**src/rtl/ibex_wb_stage.sv**
```systemverilog
// In-order writeback buffer: holds completing EX instructions, waits for LSU
// responses on loads/stores, and retires entries in program order to the register file.
module ibex_wb_stage #(
    parameter int unsigned DEPTH = 2
) (
    input  logic                    clk_i,
    input  logic                    rst_i,
    input  logic                    en_wb_i,
    input  logic [1:0]              instr_type_wb_i,
    input  logic                    rf_we_i,
    input  logic [4:0]              rf_waddr_i,
    input  logic [31:0]             rf_wdata_i,
    output logic                    ready_o,
    input  logic                    lsu_resp_valid_i,
    input  logic [31:0]             lsu_rdata_i,
    input  logic                    lsu_err_i,
    input  logic [4:0]              rf_raddr_a_i,
    input  logic [4:0]              rf_raddr_b_i,
    output logic                    hazard_o,
    output logic                    rf_we_wb_o,
    output logic [4:0]              rf_waddr_wb_o,
    output logic [31:0]             rf_wdata_wb_o,
    output logic                    instr_done_wb_o,
    output logic                    lsu_resp_unexpected_o,
    output logic [$clog2(DEPTH):0]  outstanding_o
);

    localparam int unsigned PW = $clog2(DEPTH);
    localparam int unsigned CW = PW + 1;

    localparam logic [1:0] TYPE_EX    = 2'd0;
    localparam logic [1:0] TYPE_LOAD  = 2'd1;
    localparam logic [1:0] TYPE_STORE = 2'd2;
    localparam logic [1:0] TYPE_NONE  = 2'd3;

    logic [DEPTH-1:0] valid_q;
    logic [DEPTH-1:0] we_q;
    logic [DEPTH-1:0] done_q;
    logic [1:0]       type_q  [DEPTH];
    logic [4:0]       waddr_q [DEPTH];
    logic [31:0]      data_q  [DEPTH];

    logic [PW-1:0] head_q;
    logic [PW-1:0] tail_q;
    logic [CW-1:0] count_q;

    logic          push;
    logic          retire;
    logic          tgt_found;
    logic [PW-1:0] tgt_idx;
    logic [PW-1:0] scan_idx;
    logic          resp_hit;
    logic          push_we;
    logic          push_done;
    logic          hazard;

    assign ready_o   = (count_q < CW'(DEPTH));
    assign push      = en_wb_i & ready_o;
    assign retire    = valid_q[head_q] & done_q[head_q];
    assign push_we   = rf_we_i & (rf_waddr_i != 5'd0)
                     & ((instr_type_wb_i == TYPE_EX) | (instr_type_wb_i == TYPE_LOAD));
    assign push_done = (instr_type_wb_i == TYPE_EX) | (instr_type_wb_i == TYPE_NONE);

    // Oldest load/store still waiting for its response, scanned from head.
    always_comb begin
        tgt_found = 1'b0;
        tgt_idx   = '0;
        scan_idx  = '0;
        for (int i = 0; i < DEPTH; i++) begin
            scan_idx = head_q + PW'(i);
            if (!tgt_found && valid_q[scan_idx] && !done_q[scan_idx] &&
                ((type_q[scan_idx] == TYPE_LOAD) || (type_q[scan_idx] == TYPE_STORE))) begin
                tgt_found = 1'b1;
                tgt_idx   = scan_idx;
            end
        end
    end

    assign resp_hit              = lsu_resp_valid_i & tgt_found;
    assign lsu_resp_unexpected_o = lsu_resp_valid_i & ~tgt_found;

    // Retiring entry is still included: the register file has no write-through.
    always_comb begin
        hazard = 1'b0;
        for (int i = 0; i < DEPTH; i++) begin
            if (valid_q[i] && we_q[i] &&
                ((waddr_q[i] == rf_raddr_a_i) || (waddr_q[i] == rf_raddr_b_i))) begin
                hazard = 1'b1;
            end
        end
    end

    assign hazard_o        = hazard;
    assign instr_done_wb_o = retire;
    assign rf_we_wb_o      = retire & we_q[head_q];
    assign rf_waddr_wb_o   = retire ? waddr_q[head_q] : 5'd0;
    assign rf_wdata_wb_o   = retire ? data_q[head_q] : 32'd0;
    assign outstanding_o   = count_q;

    always_ff @(posedge clk_i) begin
        if (rst_i) begin
            valid_q <= '0;
            we_q    <= '0;
            done_q  <= '0;
            head_q  <= '0;
            tail_q  <= '0;
            count_q <= '0;
            for (int i = 0; i < DEPTH; i++) begin
                type_q[i]  <= TYPE_EX;
                waddr_q[i] <= 5'd0;
                data_q[i]  <= 32'd0;
            end
        end else begin
            if (resp_hit) begin
                done_q[tgt_idx] <= 1'b1;
                if (type_q[tgt_idx] == TYPE_LOAD) begin
                    data_q[tgt_idx] <= lsu_rdata_i;
                end
                if (lsu_err_i) begin
                    we_q[tgt_idx] <= 1'b0;
                end
            end
            if (retire) begin
                valid_q[head_q] <= 1'b0;
                head_q          <= head_q + PW'(1);
            end
            // Tail slot is always free on a push, so it never collides with head or target.
            if (push) begin
                valid_q[tail_q] <= 1'b1;
                type_q[tail_q]  <= instr_type_wb_i;
                we_q[tail_q]    <= push_we;
                waddr_q[tail_q] <= rf_waddr_i;
                data_q[tail_q]  <= rf_wdata_i;
                done_q[tail_q]  <= push_done;
                tail_q          <= tail_q + PW'(1);
            end
            count_q <= count_q + CW'(push) - CW'(retire);
        end
    end

endmodule

```
**config.mk**
```make
export PLATFORM = sky130hd
export DESIGN_NAME = ibex_wb_stage
export DESIGN_NICKNAME = d
export VERILOG_FILES = /design/src/rtl/ibex_wb_stage.sv
export SDC_FILE = /design/constraint.sdc
export NUM_CORES = 1
export LEC_CHECK = 0
export ABC_AREA = 1
export BUFFER_PORTS_ARGS = -buffer_cell sky130_fd_sc_hd__buf_4
export CORE_MARGIN = 4
export CORE_UTILIZATION = 50
export DETAILED_ROUTE_END_ITERATION = 6
export PLACE_DENSITY = 0.75
export SYNTH_ARGS = -nofsm -noshare
export SYNTH_HDL_FRONTEND = slang
export SYNTH_SLANG_ARGS = --single-unit
```
**constraint.sdc**
```tcl
create_clock -name clk_i -period 2.88 [get_ports clk_i]
set_input_delay 0.576 -clock clk_i [delete_from_list [all_inputs] [get_ports clk_i]]
set_output_delay 0.576 -clock clk_i [all_outputs]
set_load 0.005 [all_outputs]
```
==> results of run 1 <==
routing by layer:
metal,GRT usage,up-vias
li1,-,2494
met1,0.270,2297
met2,0.399,194
met3,0.0369,31
met4,0.0881,0
met5,0,-
state kept, by name, summed over array words and instances, names as in the netlist, named ones only:
register	flops
waddr_q	10
tail_q	1
we_q	2
type_q	4
head_q	1
data_q	64
outstanding_o	2
done_q	2
valid_q	2
cell families after synthesis:
| logic type | count (synthesis) |
|---|---|
| compound gates | 54 |
| xor+xnor | 11 |
| fa+ha+maj | 4 |
| buf+inv | 114 |
| flops | 89 |
| simple gates | 439 |
report_power, final:
group	switching (mW)	internal (mW)
Clock	0.437	0.485
Combinational	0.414	0.272
Sequential	0.0628	1.54
Total	0.914	2.30
worst paths after layout:
path / to / slack, ns / from
worst min register to register: outstanding_o[1]$_SDFF_PP0_ / 0.49 / outstanding_o[1]$_SDFF_PP0_
worst max-delay path: rf_wdata_wb_o[14] / 0.19 / head_q$_SDFFE_PP0P_
worst min-delay path: head_q$_SDFFE_PP0P_ / 0.40 / rst_i
worst max register to register: data_q[0][5]$_DFFE_PP_ / 0.53 / head_q$_SDFFE_PP0P_
worst max-delay path, stage by stage, from the launching register on:
cell	delay, ns
sky130_fd_sc_hd__dfxtp_1	0.52
sky130_fd_sc_hd__inv_4	0.08
sky130_fd_sc_hd__nand2_1	0.08
sky130_fd_sc_hd__nand2_2	0.07
sky130_fd_sc_hd__a21oi_1	0.17
sky130_fd_sc_hd__inv_1	0.23
sky130_fd_sc_hd__buf_4	0.26
sky130_fd_sc_hd__a21oi_1	0.19
sky130_fd_sc_hd__buf_4	0.15
cells in the final DEF (no fill, tap or decap), types with 2 or more instances in the layout:
master and n:
sky130_fd_sc_hd__a21oi_1 47, sky130_fd_sc_hd__buf_12 3, sky130_fd_sc_hd__buf_4 146, sky130_fd_sc_hd__bufinv_16 2, sky130_fd_sc_hd__clkbuf_8 9, sky130_fd_sc_hd__clkinv_2 2, sky130_fd_sc_hd__dfxtp_1 10, sky130_fd_sc_hd__edfxtp_1 78
sky130_fd_sc_hd__ha_1 4, sky130_fd_sc_hd__inv_1 66, sky130_fd_sc_hd__inv_2 4, sky130_fd_sc_hd__nand2_1 251, sky130_fd_sc_hd__nand2_2 4, sky130_fd_sc_hd__nand3_1 34, sky130_fd_sc_hd__nand3_2 42, sky130_fd_sc_hd__nand4_1 5
sky130_fd_sc_hd__nor2_1 92, sky130_fd_sc_hd__nor2_4 2, sky130_fd_sc_hd__o21ai_0 4, sky130_fd_sc_hd__o41ai_1 2, sky130_fd_sc_hd__or2_2 4, sky130_fd_sc_hd__xnor2_1 5, sky130_fd_sc_hd__xor2_1 6
final cells by class:
cell class / count / area share
Multi-Input combinational cell: 508 / 0.359
Tap cell: 140 / 0.0257
Clock inverter: 6 / 0.0121
Timing Repair Buffer: 149 / 0.170
Sequential cell: 89 / 0.376
Clock buffer: 10 / 0.0187
Inverter: 71 / 0.0394
metrics by stage:
step                hold slack (ns)  total power, mW   util  cell area, µm²
floorplan                     0.447             2.02      -            5550
global placement              0.455             2.29  0.610            6610
global route                  0.393             3.36  0.629            6820
finish                        0.402             3.21  0.629            6820
detailed placement            0.465             2.32  0.610            6610
CTS                           0.396             3.22  0.629            6820
==> impl_metrics.env, run 1 <==
export IMPL_timing_critical_path_to_type="primary output"
export IMPL_postSynthRegisterBits=89
export IMPL_drt_iter0_drc=375
export IMPL_cp_data_required_time_ns=2.30
export IMPL_finalWorstSetupSlack_ns=0.195
export IMPL_setup_worst_path_class="flip-flop to primary output"
export IMPL_gr_usage_all_layers=0.224
export IMPL_tritoncts_num_sinks=89
export IMPL_worst_path_max_fanout=13
export IMPL_cts_max_level=3
export IMPL_final_setup_skew_ns=0.0132
export IMPL_wirelength_met1_mm=5.71
export IMPL_slew_headroom=0.583
export IMPL_grt_start_max_net_pins=66
export IMPL_areaGrowthSynthToFinish_pct=23.0
export IMPL_post_synthesis_mean_instance_area_um2=7.80
export IMPL_dieHeight_um=113
export IMPL_dr_wl_met3_um=891
export IMPL_worst_slew_pin_transition_ns=0.625
export IMPL_layout_filler_cells=970
export IMPL_post_synth_mux_area_share=0
export IMPL_grt_pass1_wl_mm=22.9
export IMPL_leakage_power_nw=3.26
export IMPL_number_of_setup_buffers_added_after_cts=0
export IMPL_power_per_cell_area_nw_per_um2=471
export IMPL_non_filler_cells_final=973
export IMPL_detailedPlacementHpwl_mm=10.3
export IMPL_ios=131
export IMPL_clock_tree_from_tritoncts="built"
export IMPL_setup_violations=0
export IMPL_rows=38
export IMPL_first_global_vias=4920
export IMPL_grt_overflow_total=0
export IMPL_area_share_of_the_largest_cell_type_after_synthesis=0.422
export IMPL_wl_per_cell_um=14.6
export IMPL_drv_max_cap_violation_count=0
export IMPL_hold_class="input pin to flip-flop"
export IMPL_grt_setup_unrepaired="no"
export IMPL_synth_most_common_cell="sky130_fd_sc_hd__nand2_1"
export IMPL_part_of_the_cycle_the_worst_path_needs=0.932
export IMPL_drv_slew=0
export IMPL_ff_latch_area_um2=2560
export IMPL_cts_repair_resize_count=0
export IMPL_wl_met2_mm=7.27
export IMPL_port_buffers=130
export IMPL_synth_top_family_by_area="simple AND/OR/NAND/NOR gates"
export IMPL_number_of_routed_nets_with_antenna_violations=0
export IMPL_clock_tree_buffer_depth=2
export IMPL_synthesis_yosys_warnings=0
export IMPL_ctsRootBufferMaster="sky130_fd_sc_hd__clkbuf_8"
export IMPL_period_minus_slack_ns=2.69
export IMPL_adder_cell_fraction_of_synth_area=0.00903
export IMPL_post_synth_top_area_cell="sky130_fd_sc_hd__edfxtp_1"
export IMPL_worst_setup_hold_path_clk_slew_ns=0.09
export IMPL_antenna_found_initial=0
export IMPL_synthCells=711
export IMPL_chip_width_um=113
export IMPL_setup_tns_final_ns=0
export IMPL_status="completed"
export IMPL_insertedDiodeCount=0
export IMPL_post_synth_xor_area_fraction=0.0174
export IMPL_dieArea_um2=12800
export IMPL_synth_cell_type_count=31
export IMPL_layout_net_count=919
export IMPL_dp_cells=957
export IMPL_synth_cell_area_um2=5550
export IMPL_drt_drc_violations_left=0
export IMPL_detail_route_first_pass_iterations=5
export IMPL_dr_total_vias=5016
export IMPL_multi_input_area_um2=2440
export IMPL_syn_num_nets=802
export IMPL_routabilityCongestion=1.01
export IMPL_synth_enable_flop_cells=78
export IMPL_worst_r2r_path_depth=12
export IMPL_timing_critical_path_arrival_ns=2.11
export IMPL_compound_cell_area_share_of_the_yosys_netlist=0.0503
export IMPL_vdd_ir_drop_max_mv=0.222
export IMPL_holdPathStages=2
export IMPL_synth_simple_gate_area_share=0.364
export IMPL_hold_viol=0
export IMPL_insertion_delay_ns=0.36
export IMPL_synth_area_top_cells="sky130_fd_sc_hd__edfxtp_1 42%, sky130_fd_sc_hd__nand2_1 17%, sky130_fd_sc_hd__nand3_2 7.6%, sky130_fd_sc_hd__nor2_1 6.2%, sky130_fd_sc_hd__inv_1 4.6%"
export IMPL_top_layer="met4"
export IMPL_synthArstFlopShare=0
export IMPL_startpoint_type="flip-flop"
export IMPL_finalWirelength_mm=14.2
export IMPL_fmax_mhz=372
export IMPL_layout_drive_gt1_share=0.267
export IMPL_synth_cells_most_frequent="252 x sky130_fd_sc_hd__nand2_1, 92 x sky130_fd_sc_hd__nor2_1, 78 x sky130_fd_sc_hd__edfxtp_1"
export IMPL_detail_route_vias_per_cell=5.16
export IMPL_preCtsSetupSlack_ns=0.555
export IMPL_initial_utilization=0.512
export IMPL_ys_seq_area_frac=0.462
export IMPL_cts_inserted_buffers=9
export IMPL_coreArea_um2=10800
export IMPL_holdBufCountCts=0
export IMPL_synth_top_flop_cell="sky130_fd_sc_hd__edfxtp_1"
No activity file was read; power rests on OpenSTA's default activity.
==> inputs of run 2 (changes only) <==
RECOVER_POWER = 50   (was unset)
clock period = 3.2 ns   (was 2.88 ns; I/O delays follow)
==> impl_metrics.env, run 2 (synthesis gave the netlist of run 1 again) <==
export IMPL_status="completed"
export IMPL_clock_tree_buffer_depth=2
export IMPL_utilization=0.605
export IMPL_insertedDiodeCount=0
export IMPL_registers_with_the_highest_flip_flop_counts="data_q (64), waddr_q (10), type_q (4)"
export IMPL_final_cell_mix="252 x sky130_fd_sc_hd__nand2_1, 132 x sky130_fd_sc_hd__buf_4, 93 x sky130_fd_sc_hd__nor2_1, 78 x sky130_fd_sc_hd__edfxtp_1, 71 x sky130_fd_sc_hd__nand3_1"
export IMPL_tritoncts_num_sinks=89
export IMPL_grt_overflow_total=0
export IMPL_ctsRootBufferMaster="sky130_fd_sc_hd__clkbuf_8"
export IMPL_routabilityCongestion=0.890
export IMPL_drt_drc_violations_left=0
export IMPL_insertion_delay_ns=0.35
export IMPL_leakage_power_nw=3.21
export IMPL_crit_chain="inv_4 -> nand2_1 -> nand2_2 -> nor2_1 -> nand3_2 -> nand2_1 -> nand2_1 -> nand2_1 -> nand2_1 -> nor2_4 -> nand2_1 -> nand2_1 -> buf_4"
export IMPL_cts_repair_resize_count=0
export IMPL_cts_inserted_buffers=9
export IMPL_drv_max_cap_violation_count=0
export IMPL_layout_drive_gt1_share=0.209
export IMPL_areaGrowthSynthToFinish_pct=18.3
export IMPL_hold_class="input pin to flip-flop"
export IMPL_top_register="data_q"
export IMPL_fin_hold_ws_ns=0.470
export IMPL_power_per_cell_area_nw_per_um2=430
export IMPL_timing_critical_path_to_type="flip-flop"
export IMPL_dieArea_um2=12800
export IMPL_coreArea_um2=10800
export IMPL_grt_pass1_wl_mm=22.1
export IMPL_setup_violations=0
export IMPL_worst_r2r_path_depth=13
export IMPL_gr_usage_all_layers=0.215
export IMPL_period_minus_slack_ns=2.85
export IMPL_detail_route_first_pass_iterations=5
export IMPL_layout_net_count=913
export IMPL_non_filler_cells_final=966
export IMPL_timing_critical_path_max_delay_family="simple AND/OR/NAND/NOR gates"
export IMPL_setup_worst_path_class="flip-flop to flip-flop"
export IMPL_cp_data_required_time_ns=3.20
export IMPL_setup_tns_final_ns=0
export IMPL_critical_path_reg2reg_startpoint="head_q$_SDFFE_PP0P_"
export IMPL_worst_path_max_fanout=32
export IMPL_holdPathStages=2
export IMPL_vdd_ir_drop_max_mv=0.256
export IMPL_first_global_vias=4751
export IMPL_end_of_the_worst_register_to_register_path="data_q[1][7]$_DFFE_PP_"
export IMPL_ff2ff_setup_slack_ns=0.35
export IMPL_number_of_routed_nets_with_antenna_violations=0
export IMPL_path_buf_inv=2
export IMPL_port_buffers=130
export IMPL_layout_cells_most_common="sky130_fd_sc_hd__nand2_1"
export IMPL_detailedPlacementHpwl_mm=9.83
export IMPL_startpoint_type="flip-flop"
export IMPL_wl_per_cell_um=14.4
export IMPL_part_of_the_cycle_the_worst_path_needs=0.892
export IMPL_clock_tree_from_tritoncts="built"
export IMPL_antenna_found_initial=0
export IMPL_ios=131
export IMPL_initial_utilization=0.512
export IMPL_holdBufCountCts=0
export IMPL_hold_viol=0
export IMPL_worst_slew_pin_transition_ns=0.651
export IMPL_drv_slew=0
export IMPL_grt_setup_unrepaired="no"
export IMPL_fmax_mhz=350
export IMPL_drt_iter0_drc=365
export IMPL_chip_width_um=113
export IMPL_finalWirelength_mm=13.9
export IMPL_cts_max_level=3
export IMPL_critPathSlowestCell="sky130_fd_sc_hd__dfxtp_1"
export IMPL_delay_contributed_by_the_slowest_stage_of_the_critical_path_ns=0.53
export IMPL_worst_setup_hold_path_clk_slew_ns=0.07
export IMPL_number_of_setup_buffers_added_after_cts=0
export IMPL_dp_cells=951
export IMPL_min_from="rst_i"
export IMPL_timing_critical_path_mode_cell="sky130_fd_sc_hd__nand2_1"
export IMPL_dr_total_vias=4971
export IMPL_layout_filler_cells=979
export IMPL_timing_critical_path_arrival_ns=2.86
export IMPL_grt_start_max_net_pins=55
export IMPL_largest_register_ff_count=64
export IMPL_dieHeight_um=113
export IMPL_slew_headroom=0.565
export IMPL_final_setup_skew_ns=0.0107
export IMPL_detail_route_vias_per_cell=5.15
export IMPL_rows=38
[run 2: cell types whose count changed in the layout (fill, tap and decap cells not counted), sizes merged]
cell    before  now
buf        149  135
clkbuf      10   18
clkinv       4    3
[run 2: power breakdown]
group          switching (mW)  total, mW  internal, mW
Combinational           0.349      0.582         0.232
Sequential             0.0561       1.44          1.38
Clock                   0.369      0.798         0.428
Total                   0.775       2.82          2.04
[run 2: layout make-up]
cell class	instances	area, µm²	share of cell area
clock buffers	10	128	0.0195
clock inverters	5	71.3	0.0109
inverters	71	269	0.0410
multi-input cells	508	2250	0.343
flip-flops and latches	89	2560	0.391
well taps	140	175	0.0267
repair buffers	143	1100	0.168
[run 2: worst max-delay path by stage]
| stage | end | cells after the start | startpoint |
|---|---|---|---|
| floorplan | data_q[0][0]$_DFFE_PP_ | 7 | en_wb_i |
| global placement | data_q[1][15]$_DFFE_PP_ | 7 | rst_i |
| global route | data_q[1][7]$_DFFE_PP_ | 13 | head_q$_SDFFE_PP0P_ |
| detailed placement | data_q[1][16]$_DFFE_PP_ | 7 | rst_i |
| finish | data_q[1][7]$_DFFE_PP_ | 13 | head_q$_SDFFE_PP0P_ |
| CTS | rf_wdata_wb_o[2] | 8 | head_q$_SDFFE_PP0P_ |
[run 2: per-layer routing]
layer	vias up	GRT usage	share of wire
met5	-	0	0
met2	217	0.351	0.48
met1	2251	0.288	0.41
met3	21	0.0369	0.084
met4	0	0.0817	0.017
li1	2482	-	-
[run 2: per-stage QoR]
stage / setup slack (ns) / power (mW) / instance area [µm²]
5_1_grt: 0.146 / 2.96 / 6560
3_5_place_dp: 0.622 / 2.07 / 6560
4_1_cts: 0.400 / 2.86 / 6760
2_1_floorplan: 0.705 / 1.82 / 5550
3_3_place_gp: 0.678 / 2.05 / 6560
6_report: 0.347 / 2.82 / 6560
